===== src/rtl/rare_node_activity_monitor_if.sv =====
// Readout stream of the rare-node activity monitor.
// Master drives beats (idx, count); slave returns ready.
interface rare_node_activity_monitor_if #(
  parameter int IW    = 4,
  parameter int CNT_W = 16
);
  logic             rd_valid;
  logic             rd_ready;
  logic [IW-1:0]    rd_idx;
  logic [CNT_W-1:0] rd_cnt;

  modport master (
    output rd_valid,
    output rd_idx,
    output rd_cnt,
    input  rd_ready
  );

  modport slave (
    input  rd_valid,
    input  rd_idx,
    input  rd_cnt,
    output rd_ready
  );
endinterface


===== src/rtl/rare_node_activity_monitor.sv =====
// Per-node rare-value activation counter with N-detect mask and streamed readout.
// Optional STUCK_DETECT_EN adds stuck_mask (nodes that never toggled in the window).
module rare_node_activity_monitor #(
  parameter int NUM_NODES = 8,
  parameter int CNT_W     = 16,
  parameter int WIN_W     = 16
) (
  input  logic                 clk,
  input  logic                 rst,
  input  logic                 start,
  input  logic                 abort,
  input  logic [WIN_W-1:0]     win_len,
  input  logic [CNT_W-1:0]     thresh,
  input  logic [NUM_NODES-1:0] rare_pol,
  input  logic                 pat_valid,
  input  logic [NUM_NODES-1:0] node_i,
  output logic                 busy,
  output logic                 done,
  output logic [NUM_NODES-1:0] cov_mask,
`ifdef STUCK_DETECT_EN
  output logic [NUM_NODES-1:0] stuck_mask,
`endif
  rare_node_activity_monitor_if.master rd
);
  localparam int IW = $clog2(NUM_NODES) + 1;

  localparam logic [1:0] IDLE = 2'd0;
  localparam logic [1:0] RUN  = 2'd1;
  localparam logic [1:0] READ = 2'd2;

  logic [1:0]           state;
  logic [WIN_W-1:0]     pat_cnt;
  logic [WIN_W-1:0]     win_q;
  logic [CNT_W-1:0]     thr_q;
  logic [NUM_NODES-1:0] pol_q;
  logic [IW-1:0]        idx_q;
  logic [CNT_W-1:0]     cnt    [NUM_NODES];
  logic [CNT_W-1:0]     cnt_nx [NUM_NODES];
  logic [NUM_NODES-1:0] cov_nx;
  logic [CNT_W-1:0]     cnt_sel;
  logic                 go;
  logic                 accept;
  logic                 last;
  logic                 beat;
  logic                 last_beat;

  assign go        = !abort && state == IDLE && start;
  assign accept    = !abort && state == RUN && pat_valid;
  assign last      = (pat_cnt + WIN_W'(1)) == win_q;
  assign beat      = state == READ && rd.rd_ready;
  assign last_beat = beat && idx_q == IW'(NUM_NODES - 1);

  assign busy        = state != IDLE;
  assign rd.rd_valid = state == READ;
  assign rd.rd_idx   = idx_q;
  assign rd.rd_cnt   = cnt_sel;

  // Counts after the current pattern, saturating, and the mask they imply.
  always_comb begin
    cov_nx = '0;
    for (int i = 0; i < NUM_NODES; i++) begin
      cnt_nx[i] = cnt[i];
      if (node_i[i] == pol_q[i] && cnt[i] != '1)
        cnt_nx[i] = cnt[i] + CNT_W'(1);
      cov_nx[i] = cnt_nx[i] >= thr_q;
    end
  end

  // Readout mux: count of the node addressed by the current beat.
  always_comb begin
    cnt_sel = '0;
    for (int i = 0; i < NUM_NODES; i++)
      if (idx_q == IW'(i))
        cnt_sel = cnt[i];
  end

  // Window control, counters and readout sequencing.
  always_ff @(posedge clk) begin
    if (rst) begin
      state    <= IDLE;
      done     <= 1'b0;
      cov_mask <= '0;
      idx_q    <= '0;
      pat_cnt  <= '0;
      win_q    <= '0;
      thr_q    <= '0;
      pol_q    <= '0;
      for (int i = 0; i < NUM_NODES; i++)
        cnt[i] <= '0;
    end else begin
      done <= 1'b0;
      if (abort) begin
        state    <= IDLE;
        cov_mask <= '0;
        idx_q    <= '0;
      end else begin
        case (state)
          IDLE: if (start) begin
            pat_cnt <= '0;
            win_q   <= win_len;
            thr_q   <= thresh;
            pol_q   <= rare_pol;
            idx_q   <= '0;
            for (int i = 0; i < NUM_NODES; i++)
              cnt[i] <= '0;
            if (win_len == '0) begin
              state    <= READ;
              cov_mask <= {NUM_NODES{thresh == '0}};
            end else begin
              state    <= RUN;
              cov_mask <= '0;
            end
          end
          RUN: if (pat_valid) begin
            pat_cnt <= pat_cnt + WIN_W'(1);
            for (int i = 0; i < NUM_NODES; i++)
              cnt[i] <= cnt_nx[i];
            if (last) begin
              state    <= READ;
              cov_mask <= cov_nx;
            end
          end
          READ: if (beat) begin
            if (last_beat) begin
              state <= IDLE;
              idx_q <= '0;
              done  <= 1'b1;
            end else begin
              idx_q <= idx_q + IW'(1);
            end
          end
          default: state <= IDLE;
        endcase
      end
    end
  end

`ifdef STUCK_DETECT_EN
  logic [NUM_NODES-1:0] prev_q;
  logic [NUM_NODES-1:0] tog_q;
  logic [NUM_NODES-1:0] tog_nx;

  assign tog_nx = tog_q |
    ((pat_cnt != '0) ? (node_i ^ prev_q) : '0);

  // Toggle tracking; the first pattern of a window only seeds prev_q.
  always_ff @(posedge clk) begin
    if (rst) begin
      prev_q     <= '0;
      tog_q      <= '0;
      stuck_mask <= '0;
    end else if (abort) begin
      stuck_mask <= '0;
    end else if (go) begin
      tog_q      <= '0;
      stuck_mask <= (win_len == '0) ? '1 : '0;
    end else if (accept) begin
      prev_q <= node_i;
      tog_q  <= tog_nx;
      if (last)
        stuck_mask <= ~tog_nx;
    end
  end
`else
  logic unused_go;
  assign unused_go = go ^ accept;
`endif
endmodule


===== src/flat_wrapper.sv =====
// flat-port wrapper written by rule: the top's interface ports become plain ports
module rare_node_activity_monitor_flat 
#(
  parameter int NUM_NODES = 8,
  parameter int CNT_W     = 16,
  parameter int WIN_W     = 16
)
  (clk, rst, start, abort, win_len, thresh, rare_pol, pat_valid, node_i, busy, done, cov_mask, rd_rd_valid, rd_rd_idx, rd_rd_cnt, rd_rd_ready);
  rare_node_activity_monitor_if #(.IW(4), .CNT_W(CNT_W)) rd_i ();
  input  logic clk;
  input  logic rst;
  input  logic start;
  input  logic abort;
  input  logic [WIN_W-1:0] win_len;
  input  logic [CNT_W-1:0] thresh;
  input  logic [NUM_NODES-1:0] rare_pol;
  input  logic pat_valid;
  input  logic [NUM_NODES-1:0] node_i;
  output logic busy;
  output logic done;
  output logic [NUM_NODES-1:0] cov_mask;
  output wire logic [$bits(rd_i.rd_valid)-1:0] rd_rd_valid;
  output wire logic [$bits(rd_i.rd_idx)-1:0] rd_rd_idx;
  output wire logic [$bits(rd_i.rd_cnt)-1:0] rd_rd_cnt;
  input wire logic [$bits(rd_i.rd_ready)-1:0] rd_rd_ready;
  assign rd_rd_valid = rd_i.rd_valid;
  assign rd_rd_idx = rd_i.rd_idx;
  assign rd_rd_cnt = rd_i.rd_cnt;
  assign rd_i.rd_ready = rd_rd_ready;
  rare_node_activity_monitor #(.NUM_NODES(NUM_NODES), .CNT_W(CNT_W), .WIN_W(WIN_W)) u_core (.clk(clk), .rst(rst), .start(start), .abort(abort), .win_len(win_len), .thresh(thresh), .rare_pol(rare_pol), .pat_valid(pat_valid), .node_i(node_i), .busy(busy), .done(done), .cov_mask(cov_mask), .rd(rd_i));
endmodule

===== config.mk =====
export PLATFORM = sky130hd
export DESIGN_NAME = rare_node_activity_monitor_flat
export DESIGN_NICKNAME = d
export VERILOG_FILES = /design/src/rtl/rare_node_activity_monitor_if.sv /design/src/rtl/rare_node_activity_monitor.sv /design/src/flat_wrapper.sv
export SDC_FILE = /design/constraint.sdc
export NUM_CORES = 1
export LEC_CHECK = 0
export BUFFER_PORTS_ARGS = -buffer_cell sky130_fd_sc_hd__buf_4
export CELL_PAD_IN_SITES_DETAIL_PLACEMENT = 0
export CELL_PAD_IN_SITES_GLOBAL_PLACEMENT = 1
export CORE_UTILIZATION = 52
export DETAILED_ROUTE_END_ITERATION = 6
export GPL_ROUTABILITY_DRIVEN = 0
export PLACE_DENSITY = 0.86
export SLEW_MARGIN = 30
export SYNTH_ARGS = -nofsm -noshare
export SYNTH_HDL_FRONTEND = slang
export SYNTH_SLANG_ARGS = --single-unit

===== constraint.sdc =====
create_clock -name clk -period 7 [get_ports clk]
set_clock_uncertainty 0.1 [all_clocks]
set_input_delay 1.05 -clock clk [delete_from_list [all_inputs] [get_ports clk]]
set_output_delay 1.05 -clock clk [all_outputs]
set_load 0.02 [all_outputs]

======== Yosys cells after proc, flatten, opt, wreduce, memory -nomap -nowiden ========
Memories as Yosys holds them, arrays and structs flattened.
Cells that the tools add are included.
operators by class
  add/subtract/negate cells ............... 10
  magnitude comparators ................... 8
  equal/unequal tests ..................... 31
  multiplexer cells ....................... 64
  bitwise gates (word level) .............. 19
  reductions and logical operators ........ 24
operators by type and width
  kind                     count
  $mux W16                 34
  $add A16 B1 Y16 const B  9
  $ge A16 B16 Y1           8
  $ne A16 B16 Y1 const B   8
  $logic_not A16 Y1        2
  $mux W8                  4
  $pmux W16 S2             1
  $eq A16 B16 Y1           1
  $eq A4 B3 Y1 const B     4
  $or A1 B1 Y1             16
  $pmux W8 S2              1
  $mux W1                  13
  $mux W2                  6
  $mux W4                  3
  $logic_and A1 B1 Y1      10
  $eq A1 B1 Y1             8
  $eq A4 B2 Y1 const B     2
  $pmux W4 S2              1
  $reduce_and A4 Y1        2
  $ne A2 B1 Y1 const B     3
  $pmux W2 S3              1
  $reduce_and A3 Y1        2
  $reduce_bool A2 Y1       3
  $reduce_and A5 Y1        1
  10 further kinds         13
storage, ports and cells
  bits in registers ....................... 71
  memory bits (writable) .................. 128
  bits of input ports ..................... 54
  output and inout port bits .............. 31
  word-level logic and storage cells ...... 165
  memories kept ........................... 1
memory list
  memory      depth  bits a word  rd ports  clocked after Yosys merged registers in  wr ports  line                              source
  u_core.cnt  8      16           8         0                                        8         rare_node_activity_monitor.sv:37  logic [CNT_W-1:0] cnt [NUM_NODES];

======== Logic depth before layout (Yosys ltp) ========
Gate-level depths: netlist (run 1).
  depth in word-level cells ............... 9
  gate-level depth with buffers ........... 16
  mapped depth without buffers ............ 16

======== Least setup slack after synthesis (run 1) ========
Ideal clock, no wire load.
  path type ............................... input-to-reg
  from .................................... input port abort
  to ...................................... memory u_core.cnt[0][9]
  setup time .............................. 125 ps
  data arrival time ....................... 3969 ps
  required time ........................... 6775 ps
  setup slack ............................. 2806 ps
  stages .................................. 8
  buffers on the path ..................... 2
  cells stage by stage .................... clkbuf_1 -> nor3_1 -> nor3_1 -> inv_1 -> clkbuf_1 -> o21ai_0 -> nand2_1 -> o21ai_0
RTL lines
  item                line                              source
  start: declaration  flat_wrapper.sv:13                input logic abort;
  end: declaration    rare_node_activity_monitor.sv:37

======== Worst setup path after layout (run 1) ========
  from .................................... register u_core.idx_q[0] (netlist: u_core.rd.rd_idx[0])
  to ...................................... output port rd_rd_cnt[10]
on the way
  cells in the longest elaborated chain, start to end .. 9
  elaborated cells between the ends (all ways) .. 16
  classes of those cells .................. 7 x eq/ne; 8 x mux; 1 x reduce/logical
ends and longest elaborated chain
  item                      line                               source
  start: declaration        rare_node_activity_monitor.sv:36   logic [IW-1:0] idx_q;
  start signal: assignment  rare_node_activity_monitor.sv:129  idx_q <= idx_q + IW'(1);
  $logic_not A4 Y1          rare_node_activity_monitor.sv:73   if (idx_q == IW'(i))
  $mux W16 (7 in a row)     rare_node_activity_monitor.sv:73
  $mux W16 (*)              rare_node_activity_monitor.sv:73
  end: declaration          flat_wrapper.sv:24                 output wire logic [$bits(rd_i.rd_cnt)-1:0] rd_rd_cnt;
Mark *: on every way between the ends. The rest lies on a longest branch, timed or not.

==> results of run 1 <==
## critical path: cells and delay by family (launching register included)
family / cells / cell delay (ps)
flops: 1 / 460
fa+ha+maj: 1 / 310
compound gates: 6 / 1530
simple gates: 1 / 560
buf+inv: 1 / 170
## final cells by class
class	instances	area, um^2	share of cell area, %
clock inverter	13	118.9	0.7540
clock buffer	19	475.5	3.016
tap	341	426.7	2.706
inverter	40	152.6	0.9683
sequential	199	5105	32.38
multi-input combinational	1306	8796	55.79
timing repair buffer	92	690.7	4.381
## stage by stage
| stage | utilization (%) | std cells |
|---|---|---|
| after floorplan | - | 1613 |
| after global placement | 56.24 | 1978 |
| after detailed placement | 56.26 | 1978 |
| after CTS | 58.47 | 2010 |
| after global routing | 58.50 | 2010 |
| final | 58.50 | 2010 |
## kinds of logic after synthesis
logic type,share of synthesized area [%]
AND/OR/NAND/NOR,22.78
AO/OA/AOI/OAI,15.91
XOR/XNOR,9.381
adder cells (fa/ha/maj),12.35
flip-flops,35.74
buffers and inverters,2.925
multiplexers,0.9197
## report_power, final
group,internal (W),switching (W),total [W]
Combinational,0.000168,0.000231,0.000399
Clock,0.000516,0.000516,0.00103
Sequential,0.00129,0.0000666,0.00135
## cell usage in the layout, fill, tap and decap left out, drive strengths merged, types with 23 or more instances in the layout
cell type    n
nand2      217
ha         141
a21oi      121
and2       117
edfxtp     112
nor2       105
xnor2       95
buf         92
dfxtp       87
o21ai       64
xor2        58
nand3       51
inv         50
a21o        45
nand4       38
o211ai      26
and3        25
and4        23
## worst max-delay path by stage
stage               slack (ps)  depth (start not counted)                  to                start
CTS                       2390                         10        rd_rd_cnt[2]  u_core.rd.rd_idx[0]
global placement          2850                         14  u_core.cov_mask[4]            node_i[4]
detailed placement        2810                         14  u_core.cov_mask[4]            node_i[4]
global route              2250                          9       rd_rd_cnt[14]  u_core.rd.rd_idx[0]
finish                    2360                          9       rd_rd_cnt[10]  u_core.rd.rd_idx[0]
floorplan                 2810                          8    u_core.cnt[0][9]                abort
## metal layers
metal	track usage, %	vias to the layer above
met5	0	-
met3	4.420	73
met4	11.37	0
met1	41.24	5821
li1	-	5908
met2	50.33	408
## state kept, by name, summed over array words and instances (netlist names)
signal and flops:
u_core.rd.rd_idx 4, u_core.done 1, u_core.win_q 16, u_core.pol_q 8, u_core.cnt 128, u_core.thr_q 16
u_core.state 2, u_core.pat_cnt 16, u_core.cov_mask 8
==> summary.md, run 1 <==
| Metric | Value |
|---|---|
| Top_reg_cell synth | edfxtp_1 |
| Worst path arrival time | 3490 ps |
| Post-synth EDFFs | 112 |
| CTS tree | yes |
| Crit path time final | 4644 ps |
| Syn_area_per_cell | 8.856 um^2 |
| Final setup viols | 0 |
| Worst-margin pin slew | 1001 ps |
| Post-CTS setup buffer count | 0 |
| Critical path peak fanout | 16 |
| Synth top area cells | edfxtp_1, ha_1, dfxtp_1 |
| # nets final | 1851 |
| IO buf count | 84 |
| PwrDens | 176.6 nW/um^2 |
| # IOs | 85 |
| Ys Warns | 0 |
| Crit-path cells | ha_1, and2_1, a22oi_1, o211ai_1, o21ai_0, a311oi_1, a21oi_1, a21oi_1, buf_4 |
| ANT nets after route | 0 |
| DIE AREA | 28140 um^2 |
| Die H | 167.7 um |
| Async SR Flop Fraction | 0% |
| Post-synth top area cell | edfxtp_1 |
| Via count of the first global-routing pass | 11605 |
| Period utilisation layout | 66.34% |
| Clock sinks | 199 |
| Final Hold Viols | 0 |
| Max_cap viols | 0 |
| Reg2reg path depth | 15 |
| HP Start | u_core.thr_q[2] |
| DRC viols | 0 |
| Antenna violations before repair | 0 |
| Clk Latency, worst-skew pair | 460 ps |
| Core Region | 26950 um^2 |
| Hold Buf Count CTS | 0 |
| Most used cell, CP | a21oi_1 |
| Met1 Wirelength | 19050 um |
| Layout cell share with drive strength beyond 1 | 9.467% |
| R2R Setup Slk | 2930 ps |
| Dpl ws | 2812 ps |
| Top-area cell type share of the netlist area | 23.54% |
| Inserted Clock Buffers | 17 |
| Starting Density | 53.00% |
| Site Rows | 60 |
| Netlist cell types | 55 |
| DRT Wirelength | 42650 um |
| Crit-path slowest cell | and2_1 |
| FF+latch count, synth | 199 |
| WL met2 | 19830 um |
| Deepest clock path buffer count | 2 |
| HP Class | flop to flop |
| CP Class | flop to output pin |
| Count leader, synth | nand2_1 |
| Cells after Synth | 1613 |
| Status | finished clean |
| Hold path endpoint | u_core.thr_q[2] |
| CP Launch Type | flop |
| Top routing layer in use | met4 |
| GRT Total Usage | 30.77% |
| Mapped cell area | 14280 um^2 |
| Final instance area | 15770 um^2 |
| Largest net degree at the start of global routing | 106 |
| CTS resizes | 0 |
| CP Capture Type | output pin |
| Ant. Diodes | 0 |
| Worst flop-to-flop path startpoint | u_core.cnt[2][5] |
| Post-synth top cells | nand2_1, ha_1, a21oi_1, and2_1, edfxtp_1 |
| Setup TNS | 0 ps |
| Placed wire-length estimate | 30220 um |
| Initial DRC Count | 1111 |
| Setup ws final | 2356 ps |
| Vias per cell | 6.075 |
| Area delta synth->final | 10.36% |
| RSZ-0062 raised after global routing | false |
| WP data required | 5850 ps |
| Routed WL per cell | 21.22 um |
| H-tree Lvls | 4 |
| DRT Pass-1 Iters | 7 |
| P_leak | 6.321 nW |
| Placed Area | 15160 um^2 |
| Clk root buf | clkbuf_16 |
| Worst vdd ir | 0.0001656 V |
| First-pass GRT wire length | 65870 um |
| Die width | 167.7 um |
| RR Endpoint | u_core.cov_mask[4] |
| Sequential share of the synthesized area | 35.74% |
| Slew margin rel. | 33.25% |
| Max-slew violations | 0 |
| WL met3 | 2481 um |
| Gr ovfl total | 0 |
| Hold-critical path depth | 2 |
| Max stage delay on crit path | 560 ps |
| Fill cells | 2479 |
| Total chip power | 0.002784 W |
| Via count | 12210 |
| Clk slew on worst S/H paths | 80 ps |
| Syn nets | 1808 |
| Fin Hold WS | 357.6 ps |
| Max Freq | 215.3 MHz |
No activity file was read; power rests on OpenSTA's default activity.
==> run 2: changes to the inputs <==
--- a/config.mk
+++ b/config.mk
@@ -8,10 +8,10 @@
 export BUFFER_PORTS_ARGS = -buffer_cell sky130_fd_sc_hd__buf_4
 export CELL_PAD_IN_SITES_DETAIL_PLACEMENT = 0
 export CELL_PAD_IN_SITES_GLOBAL_PLACEMENT = 1
-export CORE_UTILIZATION = 52
+export CORE_UTILIZATION = 43
 export DETAILED_ROUTE_END_ITERATION = 6
 export GPL_ROUTABILITY_DRIVEN = 0
-export PLACE_DENSITY = 0.86
+export PLACE_DENSITY = 0.76
 export SLEW_MARGIN = 30
 export SYNTH_ARGS = -nofsm -noshare
 export SYNTH_HDL_FRONTEND = slang
==> constraint.sdc (replaced) <==
create_clock -name clk -period 4.05 [get_ports clk]
set_clock_uncertainty 0.1 [all_clocks]
set_input_delay 0.6075 -clock clk [delete_from_list [all_inputs] [get_ports clk]]
set_output_delay 0.6075 -clock clk [all_outputs]
set_load 0.02 [all_outputs]
==> summary.md, run 2 (synthesized netlist as in run 1, its figures left out) <==
| Metric | Value |
|---|---|
| Area delta synth->final | 12.93% |
| IO buf count | 84 |
| Fill cells | 3169 |
| Die width | 184.3 um |
| HP Class | primary input to flop |
| CP Capture Type | output pin |
| DRT Pass-1 Iters | 5 |
| Placed Area | 15540 um^2 |
| Clk root buf | clkbuf_16 |
| First-pass GRT wire length | 67540 um |
| RSZ-0062 raised after global routing | true |
| Final setup viols | 0 |
| Via count of the first global-routing pass | 11502 |
| Max reg flops | 128 |
| Commonest non-fill, non-tap cell in the layout | nand2_1 |
| Starting Density | 43.79% |
| # nets final | 1880 |
| Die H | 184.3 um |
| Core Region | 32620 um^2 |
| # IOs | 85 |
| Commonest non-fill, non-tap cells in the layout | nand2_1, ha_1, a21oi_1 |
| Gr ovfl total | 0 |
| Period utilisation layout | 96.03% |
| Crit-path cells | inv_1, ha_1, nor4b_2, buf_4, a22oi_1, o211ai_1, o21ai_1, a311oi_1, a21oi_1, a21oi_1, buf_4 |
| Worst-margin pin slew | 833.3 ps |
| Via count | 12183 |
| Max stage delay on crit path | 430 ps |
| DRT Wirelength | 44180 um |
| P_leak | 6.467 nW |
| Non-filler cells, final | 2140 |
| Multi-input gate area | 8806 um^2 |
| Clock sinks | 199 |
| Post-CTS setup buffer count | 0 |
| Site Rows | 66 |
| Max_cap viols | 0 |
| CP Launch Type | flop |
| H-tree Lvls | 4 |
| Worst path arrival time | 3180 ps |
| Initial DRC Count | 907 |
| Setup TNS | 0 ps |
| PwrDens | 296.8 nW/um^2 |
| Ant. Diodes | 0 |
| WP data required | 3340 ps |
| Inserted Clock Buffers | 17 |
| Antenna violations before repair | 0 |
| Slew margin rel. | 44.39% |
| Largest net degree at the start of global routing | 67 |
| CP Class | flop to output pin |
| Largest reg by FF count | u_core.cnt |
| Hold Buf Count CTS | 0 |
| Crit-path slowest cell | dfxtp_1 |
| ANT nets after route | 0 |
| Max-slew violations | 0 |
| Final Hold Viols | 0 |
| Max Freq | 257.1 MHz |
| GRT Total Usage | 26.63% |
| Placed wire-length estimate | 31890 um |
| Worst vdd ir | 0.0003035 V |
| Clk slew on worst S/H paths | 90 ps |
| CTS tree | yes |
| DRC viols | 0 |
| FF+latch area | 5105 um^2 |
| Layout cell share with drive strength beyond 1 | 10.90% |
| Status | finished clean |
| Routed WL per cell | 20.64 um |
| Vias per cell | 5.693 |
| Clk Latency, worst-skew pair | 460 ps |
| Deepest clock path buffer count | 2 |
| DIE AREA | 33950 um^2 |
| Critical path peak fanout | 16 |
| Crit path time final | 3889 ps |
| Final instance area | 16130 um^2 |
| Placed cell count | 2108 |
==> run 2: cell types whose count changed in the layout (fill, tap and decap cells not counted), sizes merged <==
cell and delta:
clkinv +3, inv -3, buf +29
==> run 2: worst max-delay path, delay by kind of cell (launching register included) <==
family,cells,cell delay [ps]
simple gates,1,220
compound gates,6,1320
flops,1,430
buf+inv,3,530
fa+ha+maj,1,220
==> run 2: area by class of cell <==
type                       count  area share (%)
multi-input combinational   1306           54.59
sequential                   199           31.65
timing repair buffer         121           5.864
tap                          442           3.428
clock buffer                  19           2.878
inverter                      40          0.9307
clock inverter                13          0.6670
==> run 2: what timing repair did <==
action | in CTS | in global routing
pin swaps | 0 | 2
gates resized for setup | 1 | 7
endpoints found under the hold margin | 0 | 0
setup endpoints to repair | 1 | 7
==> run 2: final timing paths <==
kind	startpoint	endpoint	slack, ps	depth (start not counted)
setup / recovery	u_core.rd.rd_idx[1]	rd_rd_cnt[14]	160	11
hold / removal	rare_pol[6]	u_core.pol_q[6]	290	3
setup reg to reg	u_core.cnt[2][20]	u_core.cov_mask[5]	300	15
hold reg to reg	u_core.thr_q[4]	u_core.thr_q[4]	360	2
==> run 2: metal layers <==
metal  track usage, %  vias up  wire [um]
li1                 -     5987          -
met1            36.24     5851      20680
met2            43.85      292      20570
met3            3.280       53       1859
met4            8.300        0       1064
met5                0        -          0
==> run 2: where the power goes <==
| part | internal (W) | switching [W] |
|---|---|---|
| clock | 0.000858 | 0.000882 |
| sequential | 0.00222 | 0.000110 |
| combinational | 0.000305 | 0.000410 |
| total | 0.00339 | 0.00140 |
==> run 2: through the flow <==
step / worst slack, ps / power [W] / util, % / hold WS (ps)
detailed placement: 341.9 / 0.003086 / 47.64 / 346.7
global placement: 430.2 / 0.003070 / 47.64 / 343.0
global route: -0.3777 / 0.004971 / 49.46 / 286.9
finish: 160.8 / 0.004788 / 49.46 / 291.1
floorplan: 298.2 / 0.002806 / - / 336.3
CTS: 139.7 / 0.004810 / 49.40 / 272.7
==> run 3: changes to the inputs <==
--- a/config.mk
+++ b/config.mk
@@ -8,6 +8,7 @@
 export BUFFER_PORTS_ARGS = -buffer_cell sky130_fd_sc_hd__buf_4
 export CELL_PAD_IN_SITES_DETAIL_PLACEMENT = 0
 export CELL_PAD_IN_SITES_GLOBAL_PLACEMENT = 1
+export CORE_ASPECT_RATIO = 0.8
 export CORE_UTILIZATION = 43
 export DETAILED_ROUTE_END_ITERATION = 6
 export GPL_ROUTABILITY_DRIVEN = 0
@@ -16,3 +17,4 @@
 export SYNTH_ARGS = -nofsm -noshare
 export SYNTH_HDL_FRONTEND = slang
 export SYNTH_SLANG_ARGS = --single-unit
+export TNS_END_PERCENT = 30
==> summary.md, run 3 (synthesized netlist as in run 1, its figures left out) <==
| Metric | Value |
|---|---|
| Status | finished with violations |
| Failing checks | setup timing |
| Die width | 205.8 um |
| Commonest non-fill, non-tap cell in the layout | nand2_1 |
| Final setup viols | 1 |
| Clk Latency, worst-skew pair | 460 ps |
| # IOs | 85 |
| Post-CTS setup buffer count | 0 |
| Worst vdd ir | 0.0003141 V |
| Deepest clock path buffer count | 2 |
| IO buf count | 84 |
| Placed Area | 15510 um^2 |
| CP Launch Type | flop |
| ANT nets after route | 0 |
| GRT Total Usage | 27.75% |
| Site Rows | 59 |
| HP Class | primary input to flop |
| Largest net degree at the start of global routing | 61 |
| Clk root buf | clkbuf_16 |
| Via count | 12389 |
| Slew margin rel. | 40.10% |
| Clock sinks | 199 |
| RR Endpoint | u_core.cov_mask[1] |
| Worst-margin pin slew | 893.1 ps |
| Final Hold Viols | 0 |
| CP Capture Type | output pin |
| Area delta synth->final | 13.11% |
| CP Class | flop to output pin |
| Max_cap viols | 0 |
| Initial DRC Count | 1127 |
| Starting Density | 43.78% |
| Period utilisation layout | 100.9% |
| Crit path time final | 4086 ps |
| Worst setup path start | u_core.rd.rd_idx[1] |
| P_leak | 6.491 nW |
| Reg2reg path depth | 9 |
| Clk slew on worst S/H paths | 80 ps |
| Hold Buf Count CTS | 0 |
| First-pass GRT wire length | 69710 um |
| Placed wire-length estimate | 33000 um |
| DIE AREA | 33960 um^2 |
| DRC viols | 0 |
| Die H | 165.0 um |
| Critical path peak fanout | 16 |
| Layout cell share with drive strength beyond 1 | 11.59% |
| Max Freq | 244.7 MHz |
| Total chip power | 0.004792 W |
| Gr ovfl total | 0 |
| RSZ-0062 raised after global routing | true |
| WP data required | 3340 ps |
| Ant. Diodes | 0 |
| CTS tree | yes |
| DRT Wirelength | 45870 um |
| # nets final | 1882 |
| Worst path arrival time | 3380 ps |
| Largest reg by FF count | u_core.cnt |
| Setup ws final | -35.99 ps |
| Max reg flops | 128 |
| Commonest non-fill, non-tap cells in the layout | nand2_1, ha_1, buf_4 |
| Routed WL per cell | 21.57 um |
| Via count of the first global-routing pass | 11762 |
| Worst flop-to-flop path startpoint | u_core.pat_cnt[0] |
| PwrDens | 296.5 nW/um^2 |
| R2R Setup Slk | 290 ps |
| Max-slew violations | 0 |
| Final instance area | 16160 um^2 |
| Fill cells | 3140 |
| Worst Setup EP | rd_rd_cnt[8] |
| DRT Pass-1 Iters | 5 |
| Antenna violations before repair | 0 |
| Core Region | 32630 um^2 |
| Inserted Clock Buffers | 17 |
| Vias per cell | 5.825 |
| H-tree Lvls | 4 |
[run 3: cell type report]
| cell class | instances | area (um^2) | area share, % |
|---|---|---|---|
| Clock buffer | 19 | 464.2 | 2.873 |
| Clock inverter | 13 | 105.1 | 0.6505 |
| Inverter | 40 | 150.1 | 0.9292 |
| Multi-Input combinational cell | 1306 | 8864 | 54.86 |
| Sequential cell | 199 | 5105 | 31.59 |
| Tap cell | 427 | 534.3 | 3.306 |
| Timing Repair Buffer | 123 | 935.9 | 5.792 |
[run 3: how the worst min path moves through the flow]
stage,startpoint,endpoint,slack (ps),cells after the start
after floorplan,u_core.thr_q[10],u_core.thr_q[10],340,2
after global placement,u_core.thr_q[13],u_core.thr_q[13],340,2
after detailed placement,u_core.thr_q[12],u_core.thr_q[12],350,2
after CTS,rare_pol[7],u_core.pol_q[7],260,3
after global routing,thresh[2],u_core.thr_q[2],280,3
final,rare_pol[7],u_core.pol_q[7],280,3
[run 3: critical path, stage by stage (launching register included)]
cell and delay [ps]:
dfxtp_1 430, inv_1 90, ha_1 230, nor4b_2 220, buf_4 250, a22oi_1 140
o211ai_1 310, o21ai_0 300, a311oi_1 460, a21oi_1 120, a21oi_1 190, buf_4 170
[run 3: metal layers]
layer | vias to the layer above | wire length, um | GRT usage [%] | share of wire (%)
li1 | 5976 | - | - | -
met1 | 5996 | 21670 | 38.66 | 47
met2 | 367 | 20530 | 43.83 | 45
met4 | 0 | 972 | 8.723 | 2.1
met3 | 50 | 2688 | 4.479 | 5.9
met5 | - | 0 | 0 | 0
[run 3: stage by stage]
stage / setup TNS [ps] / setup slack (ps) / util [%] / std cells / hold WS, ps
after floorplan: 0 / 298.2 / - / 1613 / 336.3
after global placement: 0 / 364.7 / 47.54 / 2095 / 344.2
after detailed placement: 0 / 267.8 / 47.54 / 2095 / 346.3
after CTS: 0 / 48.26 / 49.29 / 2127 / 264.2
after global routing: -207.7 / -150.2 / 49.52 / 2127 / 277.6
final: -35.99 / -35.99 / 49.52 / 2127 / 283.1
[run 3: report_power, final]
part	internal (W)	switching (W)	leakage [nW]
combinational	0.000303	0.000424	4.30
clock	0.000859	0.000878	0.286
sequential	0.00222	0.000104	1.90
total	0.00338	0.00141	6.49
[run 3: repair_timing]
item	4_1_cts	5_1_grt
resized for setup	1	20
endpoints found under the setup margin	1	14
pin swaps	0	3
